--- src/rtl/cpu_pkg.sv ---
// Shared CPU pipeline definitions: widths, ALU op codes, operand-B select
// encodings and control-bit positions.
package cpu_pkg;

    localparam int XLEN = 32;
    localparam int RIDX = 5;

    typedef enum logic [3:0] {
        ALU_ADD  = 4'b0000,
        ALU_SUB  = 4'b1000,
        ALU_SLT  = 4'b0010,
        ALU_SLTU = 4'b0011,
        ALU_OR   = 4'b0110,
        ALU_SRCB = 4'b1111
    } alu_op_e;

    typedef enum logic [1:0] {
        BSRC_BUSB = 2'b00,
        BSRC_FOUR = 2'b01,
        BSRC_IMM  = 2'b10
    } bsrc_e;

    localparam int CTRL_REGWR    = 3;
    localparam int CTRL_MEMWR    = 2;
    localparam int CTRL_MEMTOREG = 1;
    localparam int CTRL_BRANCH   = 0;

    // A later stage supplies the value only when it writes a non-x0 register that matches
    function automatic logic wr_hit(logic wr_en, logic [RIDX-1:0] wr_rd, logic [RIDX-1:0] rs);
        return wr_en && (wr_rd != '0) && (wr_rd == rs);
    endfunction

endpackage

--- src/rtl/id_ex_stage_if.sv ---
// Signal bundle between decode, the ID/EX register, the later pipeline stages and the ALU.
interface id_ex_stage_if;
    import cpu_pkg::*;

    logic            id_valid;
    logic [XLEN-1:0] id_PC;
    logic [3:0]      id_ALUctr;
    logic            id_ALUASrc;
    logic [1:0]      id_ALUBSrc;
    logic [XLEN-1:0] id_busA;
    logic [XLEN-1:0] id_busB;
    logic [XLEN-1:0] id_imm;
    logic [RIDX-1:0] id_rs1;
    logic [RIDX-1:0] id_rs2;
    logic [RIDX-1:0] id_rd;
    logic [3:0]      id_ctrl;
    logic            flush;

    logic            mem_RegWr;
    logic [RIDX-1:0] mem_rd;
    logic [XLEN-1:0] mem_ALUout;
    logic            wb_RegWr;
    logic [RIDX-1:0] wb_rd;
    logic [XLEN-1:0] wb_data;

    logic            ex_valid;
    logic [XLEN-1:0] ex_PC;
    logic [XLEN-1:0] ex_imm;
    logic [3:0]      ex_ALUctr;
    logic            ex_ALUASrc;
    logic [1:0]      ex_ALUBSrc;
    logic [XLEN-1:0] ex_busA;
    logic [XLEN-1:0] ex_busB;
    logic [RIDX-1:0] ex_rd;
    logic [3:0]      ex_ctrl;
    logic            stall_id;

    modport master (
        output id_valid, id_PC, id_ALUctr, id_ALUASrc, id_ALUBSrc, id_busA, id_busB,
               id_imm, id_rs1, id_rs2, id_rd, id_ctrl, flush,
               mem_RegWr, mem_rd, mem_ALUout, wb_RegWr, wb_rd, wb_data,
        input  ex_valid, ex_PC, ex_imm, ex_ALUctr, ex_ALUASrc, ex_ALUBSrc,
               ex_busA, ex_busB, ex_rd, ex_ctrl, stall_id
    );

    modport slave (
        input  id_valid, id_PC, id_ALUctr, id_ALUASrc, id_ALUBSrc, id_busA, id_busB,
               id_imm, id_rs1, id_rs2, id_rd, id_ctrl, flush,
               mem_RegWr, mem_rd, mem_ALUout, wb_RegWr, wb_rd, wb_data,
        output ex_valid, ex_PC, ex_imm, ex_ALUctr, ex_ALUASrc, ex_ALUBSrc,
               ex_busA, ex_busB, ex_rd, ex_ctrl, stall_id
    );

endinterface

--- src/rtl/fwd_unit.sv ---
// Operand bypass for one ALU source: EX/MEM result beats MEM/WB, x0 is never bypassed.
module fwd_unit
    import cpu_pkg::*;
(
    input  logic [RIDX-1:0] rs_i,
    input  logic [XLEN-1:0] val_i,
    input  logic            mem_regwr_i,
    input  logic [RIDX-1:0] mem_rd_i,
    input  logic [XLEN-1:0] mem_data_i,
    input  logic            wb_regwr_i,
    input  logic [RIDX-1:0] wb_rd_i,
    input  logic [XLEN-1:0] wb_data_i,
    output logic [XLEN-1:0] val_o
);

    always_comb begin
        val_o = val_i;
        if (wr_hit(mem_regwr_i, mem_rd_i, rs_i)) begin
            val_o = mem_data_i;
        end else if (wr_hit(wb_regwr_i, wb_rd_i, rs_i)) begin
            val_o = wb_data_i;
        end
    end

endmodule

--- src/rtl/id_ex_stage.sv ---
// ID/EX pipeline register with load-use bubble insertion, flush squash and
// operand forwarding onto the ALU input buses.
module id_ex_stage
    import cpu_pkg::*;
(
    input  logic         clk,
    input  logic         rst_n,
    id_ex_stage_if.slave bus
);

    logic            valid_q,  valid_d;
    logic [XLEN-1:0] pc_q,     pc_d;
    logic [XLEN-1:0] imm_q,    imm_d;
    logic [3:0]      aluctr_q, aluctr_d;
    logic            asrc_q,   asrc_d;
    logic [1:0]      bsrc_q,   bsrc_d;
    logic [XLEN-1:0] busa_q,   busa_d;
    logic [XLEN-1:0] busb_q,   busb_d;
    logic [RIDX-1:0] rs1_q,    rs1_d;
    logic [RIDX-1:0] rs2_q,    rs2_d;
    logic [RIDX-1:0] rd_q,     rd_d;
    logic [3:0]      ctrl_q,   ctrl_d;

    logic stall;

    // Load in EX whose result the instruction in ID needs; a flush makes it moot
    always_comb begin
        stall = bus.id_valid && valid_q && ctrl_q[CTRL_MEMTOREG] && (rd_q != '0) &&
                ((rd_q == bus.id_rs1) || (rd_q == bus.id_rs2)) && !bus.flush;
    end

    always_comb begin
        valid_d  = 1'b0;
        pc_d     = '0;
        imm_d    = '0;
        aluctr_d = ALU_ADD;
        asrc_d   = 1'b0;
        bsrc_d   = BSRC_BUSB;
        busa_d   = '0;
        busb_d   = '0;
        rs1_d    = '0;
        rs2_d    = '0;
        rd_d     = '0;
        ctrl_d   = '0;
        if (!bus.flush && !stall) begin
            valid_d = bus.id_valid;
            pc_d    = bus.id_PC;
            imm_d   = bus.id_imm;
            rs1_d   = bus.id_rs1;
            rs2_d   = bus.id_rs2;
            // Register file write lands this same edge, so pick it up directly
            busa_d  = wr_hit(bus.wb_RegWr, bus.wb_rd, bus.id_rs1) ? bus.wb_data : bus.id_busA;
            busb_d  = wr_hit(bus.wb_RegWr, bus.wb_rd, bus.id_rs2) ? bus.wb_data : bus.id_busB;
            if (bus.id_valid) begin
                aluctr_d = bus.id_ALUctr;
                asrc_d   = bus.id_ALUASrc;
                bsrc_d   = bus.id_ALUBSrc;
                rd_d     = bus.id_rd;
                ctrl_d   = bus.id_ctrl;
            end
        end
    end

    always_ff @(posedge clk or negedge rst_n) begin
        if (!rst_n) begin
            valid_q  <= 1'b0;
            pc_q     <= '0;
            imm_q    <= '0;
            aluctr_q <= '0;
            asrc_q   <= 1'b0;
            bsrc_q   <= '0;
            busa_q   <= '0;
            busb_q   <= '0;
            rs1_q    <= '0;
            rs2_q    <= '0;
            rd_q     <= '0;
            ctrl_q   <= '0;
        end else begin
            valid_q  <= valid_d;
            pc_q     <= pc_d;
            imm_q    <= imm_d;
            aluctr_q <= aluctr_d;
            asrc_q   <= asrc_d;
            bsrc_q   <= bsrc_d;
            busa_q   <= busa_d;
            busb_q   <= busb_d;
            rs1_q    <= rs1_d;
            rs2_q    <= rs2_d;
            rd_q     <= rd_d;
            ctrl_q   <= ctrl_d;
        end
    end

    fwd_unit u_fwd_a (
        .rs_i        (rs1_q),
        .val_i       (busa_q),
        .mem_regwr_i (bus.mem_RegWr),
        .mem_rd_i    (bus.mem_rd),
        .mem_data_i  (bus.mem_ALUout),
        .wb_regwr_i  (bus.wb_RegWr),
        .wb_rd_i     (bus.wb_rd),
        .wb_data_i   (bus.wb_data),
        .val_o       (bus.ex_busA)
    );

    fwd_unit u_fwd_b (
        .rs_i        (rs2_q),
        .val_i       (busb_q),
        .mem_regwr_i (bus.mem_RegWr),
        .mem_rd_i    (bus.mem_rd),
        .mem_data_i  (bus.mem_ALUout),
        .wb_regwr_i  (bus.wb_RegWr),
        .wb_rd_i     (bus.wb_rd),
        .wb_data_i   (bus.wb_data),
        .val_o       (bus.ex_busB)
    );

    assign bus.ex_valid   = valid_q;
    assign bus.ex_PC      = pc_q;
    assign bus.ex_imm     = imm_q;
    assign bus.ex_ALUctr  = aluctr_q;
    assign bus.ex_ALUASrc = asrc_q;
    assign bus.ex_ALUBSrc = bsrc_q;
    assign bus.ex_rd      = rd_q;
    assign bus.ex_ctrl    = ctrl_q;
    assign bus.stall_id   = stall;

endmodule

--- src/flat_wrapper.sv ---
// flat-port wrapper written by rule: the top's interface ports become plain ports
module id_ex_stage_flat import cpu_pkg::*;
  (clk, rst_n, bus_id_valid, bus_id_PC, bus_id_ALUctr, bus_id_ALUASrc, bus_id_ALUBSrc, bus_id_busA, bus_id_busB, bus_id_imm, bus_id_rs1, bus_id_rs2, bus_id_rd, bus_id_ctrl, bus_flush, bus_mem_RegWr, bus_mem_rd, bus_mem_ALUout, bus_wb_RegWr, bus_wb_rd, bus_wb_data, bus_ex_valid, bus_ex_PC, bus_ex_imm, bus_ex_ALUctr, bus_ex_ALUASrc, bus_ex_ALUBSrc, bus_ex_busA, bus_ex_busB, bus_ex_rd, bus_ex_ctrl, bus_stall_id);
  id_ex_stage_if bus_i ();
  input  logic clk;
  input  logic rst_n;
  input wire logic [$bits(bus_i.id_valid)-1:0] bus_id_valid;
  input wire logic [$bits(bus_i.id_PC)-1:0] bus_id_PC;
  input wire logic [$bits(bus_i.id_ALUctr)-1:0] bus_id_ALUctr;
  input wire logic [$bits(bus_i.id_ALUASrc)-1:0] bus_id_ALUASrc;
  input wire logic [$bits(bus_i.id_ALUBSrc)-1:0] bus_id_ALUBSrc;
  input wire logic [$bits(bus_i.id_busA)-1:0] bus_id_busA;
  input wire logic [$bits(bus_i.id_busB)-1:0] bus_id_busB;
  input wire logic [$bits(bus_i.id_imm)-1:0] bus_id_imm;
  input wire logic [$bits(bus_i.id_rs1)-1:0] bus_id_rs1;
  input wire logic [$bits(bus_i.id_rs2)-1:0] bus_id_rs2;
  input wire logic [$bits(bus_i.id_rd)-1:0] bus_id_rd;
  input wire logic [$bits(bus_i.id_ctrl)-1:0] bus_id_ctrl;
  input wire logic [$bits(bus_i.flush)-1:0] bus_flush;
  input wire logic [$bits(bus_i.mem_RegWr)-1:0] bus_mem_RegWr;
  input wire logic [$bits(bus_i.mem_rd)-1:0] bus_mem_rd;
  input wire logic [$bits(bus_i.mem_ALUout)-1:0] bus_mem_ALUout;
  input wire logic [$bits(bus_i.wb_RegWr)-1:0] bus_wb_RegWr;
  input wire logic [$bits(bus_i.wb_rd)-1:0] bus_wb_rd;
  input wire logic [$bits(bus_i.wb_data)-1:0] bus_wb_data;
  output wire logic [$bits(bus_i.ex_valid)-1:0] bus_ex_valid;
  output wire logic [$bits(bus_i.ex_PC)-1:0] bus_ex_PC;
  output wire logic [$bits(bus_i.ex_imm)-1:0] bus_ex_imm;
  output wire logic [$bits(bus_i.ex_ALUctr)-1:0] bus_ex_ALUctr;
  output wire logic [$bits(bus_i.ex_ALUASrc)-1:0] bus_ex_ALUASrc;
  output wire logic [$bits(bus_i.ex_ALUBSrc)-1:0] bus_ex_ALUBSrc;
  output wire logic [$bits(bus_i.ex_busA)-1:0] bus_ex_busA;
  output wire logic [$bits(bus_i.ex_busB)-1:0] bus_ex_busB;
  output wire logic [$bits(bus_i.ex_rd)-1:0] bus_ex_rd;
  output wire logic [$bits(bus_i.ex_ctrl)-1:0] bus_ex_ctrl;
  output wire logic [$bits(bus_i.stall_id)-1:0] bus_stall_id;
  assign bus_i.id_valid = bus_id_valid;
  assign bus_i.id_PC = bus_id_PC;
  assign bus_i.id_ALUctr = bus_id_ALUctr;
  assign bus_i.id_ALUASrc = bus_id_ALUASrc;
  assign bus_i.id_ALUBSrc = bus_id_ALUBSrc;
  assign bus_i.id_busA = bus_id_busA;
  assign bus_i.id_busB = bus_id_busB;
  assign bus_i.id_imm = bus_id_imm;
  assign bus_i.id_rs1 = bus_id_rs1;
  assign bus_i.id_rs2 = bus_id_rs2;
  assign bus_i.id_rd = bus_id_rd;
  assign bus_i.id_ctrl = bus_id_ctrl;
  assign bus_i.flush = bus_flush;
  assign bus_i.mem_RegWr = bus_mem_RegWr;
  assign bus_i.mem_rd = bus_mem_rd;
  assign bus_i.mem_ALUout = bus_mem_ALUout;
  assign bus_i.wb_RegWr = bus_wb_RegWr;
  assign bus_i.wb_rd = bus_wb_rd;
  assign bus_i.wb_data = bus_wb_data;
  assign bus_ex_valid = bus_i.ex_valid;
  assign bus_ex_PC = bus_i.ex_PC;
  assign bus_ex_imm = bus_i.ex_imm;
  assign bus_ex_ALUctr = bus_i.ex_ALUctr;
  assign bus_ex_ALUASrc = bus_i.ex_ALUASrc;
  assign bus_ex_ALUBSrc = bus_i.ex_ALUBSrc;
  assign bus_ex_busA = bus_i.ex_busA;
  assign bus_ex_busB = bus_i.ex_busB;
  assign bus_ex_rd = bus_i.ex_rd;
  assign bus_ex_ctrl = bus_i.ex_ctrl;
  assign bus_stall_id = bus_i.stall_id;
  id_ex_stage u_core (.clk(clk), .rst_n(rst_n), .bus(bus_i));
endmodule
--- config.mk ---
export PLATFORM = sky130hd
export DESIGN_NAME = id_ex_stage_flat
export DESIGN_NICKNAME = d
export VERILOG_FILES = /design/src/rtl/cpu_pkg.sv /design/src/rtl/id_ex_stage_if.sv /design/src/rtl/fwd_unit.sv /design/src/rtl/id_ex_stage.sv /design/src/flat_wrapper.sv
export SDC_FILE = /design/constraint.sdc
export NUM_CORES = 1
export LEC_CHECK = 0
export BUFFER_PORTS_ARGS = -buffer_cell sky130_fd_sc_hd__buf_2
export CAP_MARGIN = 20
export CORE_UTILIZATION = 45
export CTS_BUF_LIST = sky130_fd_sc_hd__clkbuf_4
export DETAILED_ROUTE_END_ITERATION = 8
export GPL_TIMING_DRIVEN = 0
export PLACE_DENSITY = 0.82
export RECOVER_POWER = 50
export SETUP_SLACK_MARGIN = 0.4
export SLEW_MARGIN = 10
export SYNTH_ARGS = -nofsm -noshare
export SYNTH_HDL_FRONTEND = slang
export SYNTH_HIERARCHICAL = 1
export SYNTH_SLANG_ARGS = --single-unit
--- constraint.sdc ---
create_clock -name clk -period 1.8 [get_ports clk]
set_clock_uncertainty 0.15 [all_clocks]
set_input_delay 0.18 -clock clk [delete_from_list [all_inputs] [get_ports clk]]
set_output_delay 0.18 -clock clk [all_outputs]
set_load 0.005 [all_outputs]
**Word-level counts from Yosys, hierarchy flattened**

Cells that the tools add are included.

- Flip-flop bits (word level): 155
- Latch bits: 0
- Memory bits (writable): 0
- Bits in read-only memories: 0
- Bits of input ports: 234
- Output and inout port bits: 146
- Word-level logic and storage cells: 63
- Memories: 0

- $add $sub $neg: 0
- $mul: 0
- Div/mod/pow operators: 0
- $lt $le $gt $ge: 0
- Eq/ne operators: 8
- Shift-type cells: 0
- Muxes and demuxes: 23
- Bitwise operators: 0
- Reductions and logical operators: 20

Operator list:

| cell | number |
|---|---|
| 2-to-1 mux 32 bit | 10 |
| == test 5 bit | 8 |
| 2-to-1 mux 5 bit | 4 |
| 2-to-1 mux 4 bit | 4 |
| nonzero test 5 bit | 3 |
| logical AND 1 bit | 14 |
| 2-to-1 mux 2 bit | 2 |
| 2-to-1 mux 1 bit | 3 |
| logical NOT 1 bit | 2 |
| logical OR 1 bit | 1 |

**Depth between registers and ports, before layout**

- Depth after elaboration: 8
- Mapped depth: 6
- Depth with buffers taken out: 4

**By module**

Netlist, hierarchy kept.

By module, submodules not included:

| module | instances | cells each | area an instance (um^2) | seq. area each (um^2) |
|---|---|---|---|---|
| id_ex_stage | 1 | 663 | 7440.9 | 3878.7 |
| fwd_unit | 2 | 185 | 1167.4 | 0.0 |

**Worst setup path before layout**

OpenSTA, ideal clock, no wires.

- Path type: reg-to-output
- Start: register u_core.rd_q[4] (netlist: u_core/bus.ex_rd[4])
- End: output port bus_stall_id
- Arrival: 1.693 ns
- Data required time: 1.470 ns
- Path slack: -0.223 ns
- Cell stages (with the launch flop): 7
- Buffers on the path: 2
- Path through: dfrtp_1 xnor2_1 nand3_1 o22ai_1 buf_2 buf_1 and3b_1

- Word-level cells in the longest chain between the ends: 4
- Elaborated cells on any way between the ends: 7
- Classes of those cells: 2 x eq/ne; 5 x reduce/logical

Ends and longest elaborated chain:

| element | RTL line | RTL |
|---|---|---|
| from (decl) | id_ex_stage.sv:21 | `logic [RIDX-1:0] rd_q, rd_d;` |
| from (signal assigned) | id_ex_stage.sv:89 | `rd_q <= rd_d;` |
| == test 5 bit / nonzero test 5 bit (equally long branches) | id_ex_stage.sv:29, id_ex_stage.sv:28 |  |
| logical OR 1 bit / logical AND 1 bit (equally long branches) | id_ex_stage.sv:29, id_ex_stage.sv:28 |  |
| logical AND 1 bit * | id_ex_stage.sv:28 | `stall = bus.id_valid && valid_q && ctrl_q[CTRL_MEMTOREG] && (rd_q != '0) &&` |
| logical AND 1 bit * | id_ex_stage.sv:29 | `((rd_q == bus.id_rs1) \|\| (rd_q == bus.id_rs2)) && !bus.flush;` |
| to (decl) | flat_wrapper.sv:36 | `output wire logic [$bits(bus_i.stall_id)-1:0] bus_stall_id;` |

Every way passes the cells marked *; elsewhere a longest branch is shown, timed or not.

**Worst setup path after layout**

- Start: register u_core.rs2_q[1]
- End: output port bus_ex_busB[3]

- Word-level cells in the longest chain between the ends: 4
- Elaborated cells on any way between the ends: 6
- Classes of those cells: 2 x eq/ne; 2 x mux; 2 x reduce/logical

Ends and longest elaborated chain:

| element | RTL line | RTL |
|---|---|---|
| from (decl) | id_ex_stage.sv:20 | `logic [RIDX-1:0] rs2_q, rs2_d;` |
| from (signal assigned) | id_ex_stage.sv:88 | `rs2_q <= rs2_d;` |
| == test 5 bit | cpu_pkg.sv:30 | `return wr_en && (wr_rd != '0) && (wr_rd == rs);` |
| logical AND 1 bit | cpu_pkg.sv:30 |  |
| 2-to-1 mux 32 bit | fwd_unit.sv:20 | `end else if (wr_hit(wb_regwr_i, wb_rd_i, rs_i)) begin` |
| 2-to-1 mux 32 bit * | fwd_unit.sv:18 | `if (wr_hit(mem_regwr_i, mem_rd_i, rs_i)) begin` |
| to (decl) | flat_wrapper.sv:33 | `output wire logic [$bits(bus_i.ex_busB)-1:0] bus_ex_busB;` |

Marked as above.

==> flow_summary.ini <==
[route]
dr.pass1.iters = 8
wl_per_cell_um = 30.78
post_drt_via_cell_ratio = 7.066
postRouteAntennaNets = 0
drt_wl_total_um = 61410
dr_total_vias = 14100
drt-initial-drc-count = 1605
drc_errors = 0

[sta]
finalSetupViolCount = 220
slew_viol_final = 0
worst_slew_pin_slew_ps = 1158
slew_headroom = 0.2281
period_needed_ps = 2970
finalHoldViolations = 0
worst_slack_ps = -1170
fmax_mhz = 336.7
rsz0062_at_grt = true
min_period_over_period = 1.650
setup_tns_ps = -116270

[floorplan]
dieArea_um2 = 22320
die_w_um = 149.4
start_util = 0.4621
ios = 380
core_area_um2 = 21150
num_rows = 53
fp.dieH_um = 149.4

[yosys]
syn_inst = 1033
yosysSeqAreaShare = 0.3968
synthDominantCellAreaShare = 0.3968
syn_area_um2 = 9776
avgSynthCellArea_um2 = 9.463
ys_ff_latch = 155
ys.warnings.count = 6
ys_top_cells_by_area = dfrtp_1, o31ai_1, a221oi_2, nand4_1, a211oi_1
synth_top_cell_by_area = dfrtp_1
syn_nets = 1267
synthDistinctLibCells = 32

[clocking]
cts.sinks = 155
tritoncts = yes
cts.clk_slew.worst_paths_ps = 160
htreeDepth = 4
ctsLongestPathBuffers = 2
cts_buffers = 17
clockRootBuffer = clkbuf_4
clk_latency_ps = 600

[grt]
grt_pass1_wl_um = 72710
grt_pass1_vias = 12750
grt_start_max_net_pins = 79
grt_usage = 0.4364
antenna_found_initial = 13
grt-ovfl-total = 0

[placed_design]
hpwl_um = 29910
gp_congestion = 0.9531
dp_cells = 1687
port_buffers = 378
pre_cts_ws_ps = -640.6

[power_and_ir_drop]
p_leak_nw = 7.719
power_switching_mw = 4.102
power_density_nw_per_um2 = 542.3
netSwitchingFraction = 0.3936
p_int_mw = 6.320
pwr-share-seq = 0.366
finalPower_mw = 10.42
power_frac_comb = 0.399
vdd_drop_max_mv = 0.4715
clockPowerShare = 0.235

[critical_path]
cp.arrival_ps = 2640
worstPathRequired_ps = 1470
ff2ff_path_depth = 12
start_kind = flip-flop
crit_path_end_kind = output port
r2r_start = u_core/bus.ex_rd[0]
cp_max_fo = 10
critical_path_class = reg -> out
r2r_end = u_core/bus.ex_imm[7]
r2r_setup_slack_ps = -620

[finish]
seq_area_um2 = 3892
instances_no_fill = 1995
multiInputGateArea_um2 = 7759
final_nets = 1930
area_delta_synth_final_pct = 96.57
fill_cells = 791
layout-drive-gt1-share = 0.5799

[min_path]
holdCritPathClass = in -> async

[flow_run]
max_cap_violations = 0

[run_status]
violations = setup timing
outcome = complete, but fails checks
repair_timing:
item / CTS / global route
gates cloned: 6 / 19
setup endpoints to repair: 301 / 301
pin swaps: 27 / 78
gates resized for setup: 306 / 276
hold buffers: 187 / 0
setup buffers: 28 / 25
hold endpoints to repair: 309 / 0
per-stage QoR:
stage / instance area, um2 / hold slack, ps / utilization
detailed placement: 12980 / 51.13 / 0.6137
global placement: 12940 / 241.3 / 0.6119
floorplan: 10710 / -265.6 / -
CTS: 16950 / -10.94 / 0.8011
finish: 19220 / 175.0 / 0.9084
global route: 19210 / 173.9 / 0.9080
worst max-delay path by stage:
stage	start	to	slack, ps	cells past startpoint
after floorplan	u_core/rs1_q[2]	bus_ex_busA[10]	50	6
after global placement	rst_n	u_core/busb_q[15]	-1860	1
after detailed placement	u_core/rs1_q[4]	bus_ex_busA[4]	-640	6
after CTS	u_core/rs1_q[0]	bus_ex_busA[4]	-880	7
after global routing	u_core/rs2_q[3]	bus_ex_busB[21]	-1270	7
final	u_core/rs2_q[1]	bus_ex_busB[3]	-1170	7
state kept, by name, summed over array words and instances, names as in the netlist:
| register | count |
|---|---|
| u_core/bus.ex_valid | 1 |
| u_core/bus.ex_ctrl | 4 |
| u_core/bus.ex_ALUASrc | 1 |
| u_core/bus.ex_rd | 5 |
| u_core/bus.ex_ALUBSrc | 2 |
| u_core/rs1_q | 5 |
| u_core/busa_q | 32 |
| u_core/busb_q | 32 |
| u_core/bus.ex_PC | 32 |
| u_core/rs2_q | 5 |
| u_core/bus.ex_ALUctr | 4 |
| u_core/bus.ex_imm | 32 |
layout by cell type, fill, tap and decap left out, types with 22 or more instances in the layout:
cell type,n
buf_12,32
buf_2,395
clkbuf_16,25
o31ai_2,25
a31oi_2,22
a221oi_2,45
dfrtp_1,144
inv_1,90
nand4_1,128
buf_4,32
dlygate4sd3_1,187
nor4_2,25
o31ai_4,48
clkbuf_4,37
clkbuf_1,29
a211oi_2,71
o31ai_1,55
a31oi_4,28
buf_6,32
cell type report:
cell class / count / area share
inverters: 90 / 0.01758
well taps: 275 / 0.01791
flip-flops and latches: 155 / 0.2026
multi-input cells: 629 / 0.4038
clock buffers: 17 / 0.006641
plain buffers: 159 / 0.08373
clock inverters: 15 / 0.009246
repair buffers: 644 / 0.2571
diodes: 11 / 0.001432
logic make-up after synthesis:
| group | after synthesis | share of synthesized area |
|---|---|---|
| AO/OA/AOI/OAI | 357 | 0.3141 |
| buffers and inverters | 249 | 0.1087 |
| AND/OR/NAND/NOR | 236 | 0.1482 |
| flip-flops | 155 | 0.3968 |
| XOR/XNOR | 36 | 0.03225 |
worst max-delay path, stage by stage, from the launching register on:
cell and delay, ps:
dfrtp_1 460, xnor2_1 300, and2_1 230, clkbuf_4 240
clkbuf_4 250, nand4_1 200, a31oi_4 240, buf_2 140
layer usage:
| metal | up-vias | track usage | part of all wire |
|---|---|---|---|
| li1 | 5425 | - | - |
| met1 | 6608 | 0.4947 | 0.31 |
| met2 | 1462 | 0.7405 | 0.45 |
| met3 | 598 | 0.1049 | 0.13 |
| met4 | 4 | 0.2658 | 0.11 |
| met5 | - | 0 | 0.00081 |
power by group through the flow:
stage | combinational (mW) | clock (mW) | sequential (mW)
3_5_place_dp | 2.34 | 0 | 3.79
6_report | 4.15 | 2.45 | 3.82
3_3_place_gp | 2.28 | 0 | 3.79
2_1_floorplan | 1.29 | 0 | 3.79
5_1_grt | 4.25 | 2.56 | 3.83
4_1_cts | 3.17 | 2.35 | 3.76
cells in the mapped netlist (all sizes together):
library cell and number:
nor2 3, a221oi 64, xnor2 36, inv 90, a211oi 90, a31oi 64, and3b 1, o21ai 3
or4 3, nand4 128, and3 4, a21oi 4, or3 2, o31ai 128, o22ai 1, nor4 66
nand2b 1, or2 2, and2 6, clkbuf 98, nand2 10, nand3 9, dfrtp 155, buf 61
o21a 3, nor3 1
Note: power is estimated with default switching activity, not from simulation.
